**config.mk**
```make
export PLATFORM = sky130hd
export DESIGN_NAME = universal_shift_reg
export DESIGN_NICKNAME = d
export VERILOG_FILES = /design/src/rtl/usr_pkg.sv /design/src/rtl/usr_bit_counter.sv /design/src/rtl/universal_shift_reg.sv
export SDC_FILE = /design/constraint.sdc
export NUM_CORES = 1
export LEC_CHECK = 0
export BUFFER_PORTS_ARGS = -buffer_cell sky130_fd_sc_hd__buf_2
export CELL_PAD_IN_SITES_DETAIL_PLACEMENT = 2
export CELL_PAD_IN_SITES_GLOBAL_PLACEMENT = 2
export CORE_ASPECT_RATIO = 0.6
export CORE_MARGIN = 4
export CORE_UTILIZATION = 26
export CTS_BUF_LIST = sky130_fd_sc_hd__clkbuf_4 sky130_fd_sc_hd__clkbuf_8
export DETAILED_ROUTE_END_ITERATION = 8
export GPL_TIMING_DRIVEN = 0
export PLACE_DENSITY = 0.8
export SETUP_SLACK_MARGIN = 0.2
export SLEW_MARGIN = 20
export SYNTH_ARGS = -nofsm -noshare
export SYNTH_HDL_FRONTEND = slang
export SYNTH_SLANG_ARGS = --single-unit
```
**constraint.sdc**
```tcl
create_clock -name clk -period 0.9 [get_ports clk]
set_input_delay 0.045 -clock clk [delete_from_list [all_inputs] [get_ports clk]]
set_output_delay 0.045 -clock clk [all_outputs]
set_load 0.02 [all_outputs]
```
**src/rtl/usr_pkg.sv**
```systemverilog
// Shared mode encodings and helpers for the universal shift register.
package usr_pkg;

  localparam logic [2:0] USR_HOLD  = 3'b000;
  localparam logic [2:0] USR_SHL   = 3'b001;
  localparam logic [2:0] USR_SHR   = 3'b010;
  localparam logic [2:0] USR_ROL   = 3'b011;
  localparam logic [2:0] USR_ROR   = 3'b100;
  localparam logic [2:0] USR_LOAD  = 3'b101;
  localparam logic [2:0] USR_CLEAR = 3'b110;
  localparam logic [2:0] USR_RSVD  = 3'b111;

  function automatic logic even_parity(input logic [63:0] value);
    return ^value;
  endfunction

endpackage

```
**src/rtl/usr_bit_counter.sv**
```systemverilog
// Serial-bit counter: counts shifts, wraps at WIDTH-1 and emits a one-cycle word_done pulse.
module usr_bit_counter #(
  parameter int WIDTH = 8,
  parameter int CNT_W = $clog2(WIDTH + 1)
) (
  input  logic             clk,
  input  logic             reset,
  input  logic             inc,
  input  logic             clr,
  output logic [CNT_W-1:0] cnt,
  output logic             word_done
);

  localparam logic [CNT_W-1:0] LAST = CNT_W'(WIDTH - 1);

  // count register and registered completion pulse
  always_ff @(posedge clk) begin
    if (reset) begin
      cnt       <= {CNT_W{1'b0}};
      word_done <= 1'b0;
    end else begin
      word_done <= 1'b0;
      if (clr) begin
        cnt <= {CNT_W{1'b0}};
      end else if (inc) begin
        if (cnt == LAST) begin
          cnt       <= {CNT_W{1'b0}};
          word_done <= 1'b1;
        end else begin
          cnt <= cnt + CNT_W'(1);
        end
      end else begin
        cnt <= cnt;
      end
    end
  end

endmodule

```
**src/rtl/universal_shift_reg.sv**
```systemverilog
// WIDTH-bit universal register: hold, load, clear, shift and rotate with a serial-bit counter.
// Optional registered even-parity output enabled by defining USR_PARITY_EN.
module universal_shift_reg
  import usr_pkg::*;
#(
  parameter int WIDTH = 8,
  localparam int CNT_W = $clog2(WIDTH + 1)
) (
  input  logic             clk,
  input  logic             reset,
  input  logic             enable,
  input  logic [2:0]       mode,
  input  logic [WIDTH-1:0] d,
  input  logic             sin_r,
  input  logic             sin_l,
  output logic [WIDTH-1:0] q,
  output logic             sout_l,
  output logic             sout_r,
  output logic [CNT_W-1:0] bit_cnt,
  output logic             word_done,
  output logic             parity
);

  logic [WIDTH-1:0] next_q;
  logic             cnt_inc;
  logic             cnt_clr;

  // next-state selection for the register bank and counter controls
  always_comb begin
    next_q  = q;
    cnt_inc = 1'b0;
    cnt_clr = 1'b0;
    if (enable) begin
      case (mode)
        USR_SHL: begin
          next_q  = {q[WIDTH-2:0], sin_r};
          cnt_inc = 1'b1;
        end
        USR_SHR: begin
          next_q  = {sin_l, q[WIDTH-1:1]};
          cnt_inc = 1'b1;
        end
        USR_ROL:   next_q = {q[WIDTH-2:0], q[WIDTH-1]};
        USR_ROR:   next_q = {q[0], q[WIDTH-1:1]};
        USR_LOAD: begin
          next_q  = d;
          cnt_clr = 1'b1;
        end
        USR_CLEAR: begin
          next_q  = {WIDTH{1'b0}};
          cnt_clr = 1'b1;
        end
        default:   next_q = q;
      endcase
    end else begin
      next_q = q;
    end
  end

  // register bank
  always_ff @(posedge clk) begin
    if (reset) begin
      q <= {WIDTH{1'b0}};
    end else begin
      q <= next_q;
    end
  end

  usr_bit_counter #(
    .WIDTH(WIDTH),
    .CNT_W(CNT_W)
  ) u_bit_counter (
    .clk       (clk),
    .reset     (reset),
    .inc       (cnt_inc),
    .clr       (cnt_clr),
    .cnt       (bit_cnt),
    .word_done (word_done)
  );

  assign sout_l = q[WIDTH-1];
  assign sout_r = q[0];

`ifdef USR_PARITY_EN
  // parity tracks the value being written into q
  always_ff @(posedge clk) begin
    if (reset) begin
      parity <= 1'b0;
    end else begin
      parity <= even_parity(64'(next_q));
    end
  end
`else
  assign parity = 1'b0;
`endif

endmodule
```
# ---- Word level (Yosys, flattened, before mapping)
# Cells that the tools add are included.
dict set report word_totals {
  reg_bits 13
  output_inout_bits 16
}
dict set report op_classes {
  muxes 7
  reduce_logical 6
  eq_ne 7
  bitwise 1
  n_addsub 1
}
# operator count
set ops {}
lappend ops {{8-bit one-hot mux with 6 select lines} 1}
lappend ops {{3-bit == test, second input constant} 3}
lappend ops {{3-bit by 2-bit == test with 1-bit output, second input constant} 2}
lappend ops {{6-bit nonzero test} 1}
lappend ops {{2-bit OR reduction} 3}
lappend ops {{1-bit two-way mux} 5}
lappend ops {{4-bit by 1-bit adder with 4-bit output, second input constant} 1}
lappend ops {{4-bit by 3-bit == test with 1-bit output, second input constant} 1}
lappend ops {{4-bit two-way mux} 1}
lappend ops {{3-bit by 1-bit == test with 1-bit output, second input constant} 1}
lappend ops {{3-bit OR reduction} 1}
lappend ops {{2-bit AND reduction} 1}
lappend ops {{1-bit NOT} 1}

# ---- Logic depth before layout (Yosys ltp)
dict set report logic_depth {
  depth_word 6
  ltp_mapped 6
  depth_no_buf 5
}

# ---- By module
# A second synthesis with hierarchy kept.
dict set report hier_totals {
  cells_unflattened 91
  area_unflattened_um2 892.1
}
# mod seq_area_each_um2 area_per_inst_um2 n_inst cells_per_inst
set modules_own_cells {}
lappend modules_own_cells {universal_shift_reg 160.2 650.6 1 70}
lappend modules_own_cells {usr_bit_counter 100.1 241.5 1 21}

# ---- Least setup slack after synthesis
# Ideal clock, no wire load.
dict set report synth_path {
  kind {reg-to-reg}
  start {register u_bit_counter.cnt[0]}
  end {register u_bit_counter.cnt[0]}
  t_required_ns 0.785
  setup_slack_ns -0.272
  arrival_ns 1.057
  n_path_buf 0
  stages_incl_launch_ff 6
  cell_sequence {dfxtp_1 > ha_1 > and3b_1 > nor2_1 > mux2i_1 > nor2_1}
}
dict set report synth_between {
  elab_chain_len 2
}
# element line_no
set synth_rtl {}
lappend synth_rtl {{start: declaration} usr_bit_counter.sv:10} ;# output logic [CNT_W-1:0] cnt,
lappend synth_rtl {{start signal: assignment} usr_bit_counter.sv:19} ;# cnt <= {CNT_W{1'b0}};
lappend synth_rtl {{start signal: assignment} usr_bit_counter.sv:24} ;# cnt <= {CNT_W{1'b0}};
lappend synth_rtl {{start signal: assignment} usr_bit_counter.sv:27} ;# cnt <= {CNT_W{1'b0}};
lappend synth_rtl {{4-bit by 1-bit adder with 4-bit output / 4-bit by 3-bit == test with 1-bit output (equally long branches)} {usr_bit_counter.sv:30, usr_bit_counter.sv:26}}
lappend synth_rtl {{4-bit two-way mux *} usr_bit_counter.sv:26} ;# if (cnt == LAST) begin
# Every way passes the cells marked *; elsewhere a longest branch is shown, timed or not.
# A chain may end at the register's enable or synchronous reset.

# ---- Worst setup path after layout
dict set report layout_path {
  start {register u_bit_counter.cnt[1]}
  end {register u_bit_counter.cnt[0]}
}
dict set report layout_between {
  elab_chain_len 2
}
# element line_no
set layout_rtl {}
lappend layout_rtl {{4-bit by 3-bit == test with 1-bit output} usr_bit_counter.sv:26}
lappend layout_rtl {{4-bit two-way mux} usr_bit_counter.sv:26}
# No other way between the ends.

==> flow_summary.toml <==
[finish]
diodes = 0
fin_util_pct = 50.54
layout-drive-gt1-share_pct = 69.06
fin_cells = 181
syn2layout_area_growth_pct = 78.38
nNetsFinal = 157
num-fill-cells = 314

[sta]
rsz0062_at_grt = "yes"
finalHoldViolCount = 0
fin_ws_ps = -253.9
maxSlewViolCount = 0
post-route-min-period_ps = 1154
max_freq_mhz = 866.6
fin_crit_sh_pct = 128.2
finalSetupViolCount = 17
fin_skew_ps = 5.838

[hold_path]
hold_depth = 2
hold_class = "in2reg"

[global_routing]
grt_pass1_wl_um = 5989
met2_usage_pct = 34.05
antenna_found_initial = 0
grt_use_met1_pct = 24.39
grt_overflow = 0
track_usage_pct = 19.96
grt_pass1_vias = 1053
globalRouteMet3Util_pct = 5.498
gr-max-usage-layer = "met2"
grt_max_degree = 11

[cts]
cts.sinks = 13
clockRootBuffer = "clkbuf_8"
h-tree-depth = 1
clock_path_buffers = 2
cts_tree = "yes"
path_clk_slew_ps = 60
clk_latency_ps = 250
cts_buffers = 3
postCtsHoldBufs = 0

[route]
totalWireLength_um = 4126
dr_total_vias = 992
viasPerCell = 5.481
wl_per_cell_um = 22.80
drc = 0
dr.pass1.iters = 4
drtIter0Drc = 67
antenna_left = 0

[floorplanning]
num_io_pins = 32
row_count = 15
fp.coreArea_um2 = 3003
initial_utilization_pct = 28.33
chipHeight_um = 52.31
die_x_um = 81.85
die-area_um2 = 4282

[synth]
postSynthCellCount = 95
synth_edf_count = 0
synth-seq-cells = 13
ys_types = 36
async_flop_share_pct = 0
ys_seq_area_share_pct = 30.59
synth_area_um2 = 850.8
ys.flop_type = "dfxtp_1"
synthesis.nets = 112
syn_area_per_cell_um2 = 8.956
synth_warnings = 0

[worst_setup_path]
critPathRequiredTime_ps = 1070
cp_data_arrival_time_ps = 1330
crit_path_max_incr_delay_ps = 370
crit_chain = "ha_4 > and3b_2 > nor2_2 > mux2i_1 > nor2_1"
worstSetupPathType = "reg2reg"
end_kind = "flip-flop"
reg2reg_depth = 5
setup.worst_path.start_class = "flip-flop"
cp_max_fo = 4
critical-path-slowest-cell = "dfxtp_4"

[run_status]
status = "finished with violations"
violations = "negative setup slack"

[place]
gp_routability_congestion = 0.7817
portBuffers = 29
placed_cells = 166
dp.final_hpwl_um = 2387

[pwr]
powerDensity_nw_per_um2 = 1214
total_power_w = 0.001842
p_leak_nw = 0.6088
peakVddDrop_v = 0.0005956

[flow_run]
cap_violations = 0
through the flow:
step	setup TNS [ps]	hold WS [ps]	instance area (µm²)	setup WS, ps
floorplan	-463.8	113.3	940.9	-90.56
global placement	-3898	288.4	1139	-366.2
detailed placement	-4737	289.5	1139	-434.8
CTS	-1108	35.80	1439	-176.6
global route	-2252	41.08	1518	-301.0
finish	-1638	54.13	1518	-253.9
placed cells by master, fill, tap and decap left out, drive strengths merged, types with 2 or more instances in the layout:
cell type and instances:
o221ai 6, inv 2, nor2 8, o221a 5, xor2 2, nand2b 3, o21ai 14, dfxtp 13
mux2i 3, nand2 4, a21oi 2, nor3b 2, nand3 2, clkbuf 6, a311oi 2, nor3 3
buf 46
area by class of cell:
type	count	area, µm²	area share [%]
Buffer	9	86.33	5.688
Clock buffer	4	48.80	3.215
Inverter	2	7.507	0.4946
Multi-Input combinational cell	71	643.1	42.37
Sequential cell	13	296.5	19.54
Tap cell	42	52.55	3.462
Timing Repair Buffer	40	382.9	25.23
per-layer routing:
| layer | share of wire (%) | routed length (µm) |
|---|---|---|
| met1 | 44 | 1801 |
| met2 | 49 | 2006 |
| met3 | 5.5 | 228 |
| met4 | 2.2 | 89 |
| met5 | 0 | 0 |
synth_stat cells, types with 3 or more instances:
library cell,number,area [µm²]
o221a_2,5,56.30
nand2b_1,3,18.77
buf_4,4,30.03
nor2_1,8,30.03
o21ai_0,14,70.07
nand2_1,4,15.01
mux2i_1,3,30.03
o221ai_1,6,52.55
dfxtp_1,13,260.3
registers in the layout, summed over array words and instances, names as in the netlist:
name and count:
q 8, u_bit_counter.cnt 4, u_bit_counter.word_done 1
cells by family after synthesis:
group,share of synthesized area (%)
multiplexers,3.530
adder cells (fa/ha/maj),1.470
AO/OA/AOI/OAI,29.71
XOR/XNOR,3.971
buffers and inverters,7.794
AND/OR/NAND/NOR,22.50
flip-flops,30.59
other,0.4408
worst paths after layout:
path,startpoint,end,slack [ps]
max reg2reg,u_bit_counter.cnt[1]$_SDFFE_PP0P_,u_bit_counter.cnt[0]$_SDFFE_PP0P_,-250
min,reset,q[4]$_SDFFE_PP0P_,50
max,u_bit_counter.cnt[1]$_SDFFE_PP0P_,u_bit_counter.cnt[0]$_SDFFE_PP0P_,-250
min reg2reg,q[3]$_SDFFE_PP0P_,q[3]$_SDFFE_PP0P_,570
critical path: cells and delay by family, from the launching register on:
kind | cells | cell delay (ps)
mux | 1 | 90
fa+ha+maj | 1 | 170
flops | 1 | 370
simple gates | 3 | 440
power breakdown:
group,switching [W],internal (W),leakage (nW)
registers,0.0000537,0.000600,0.114
clock network,0.000225,0.000344,0.0262
logic,0.000312,0.000308,0.468
repair_timing:
item,CTS,global route
gates cloned,1,0
buffers inserted,7,3
gates resized for setup,52,17
endpoints found under the setup margin,28,28
endpoints found under the hold margin,0,0
pin swaps,7,5
Power figures use the tool's default switching activity.
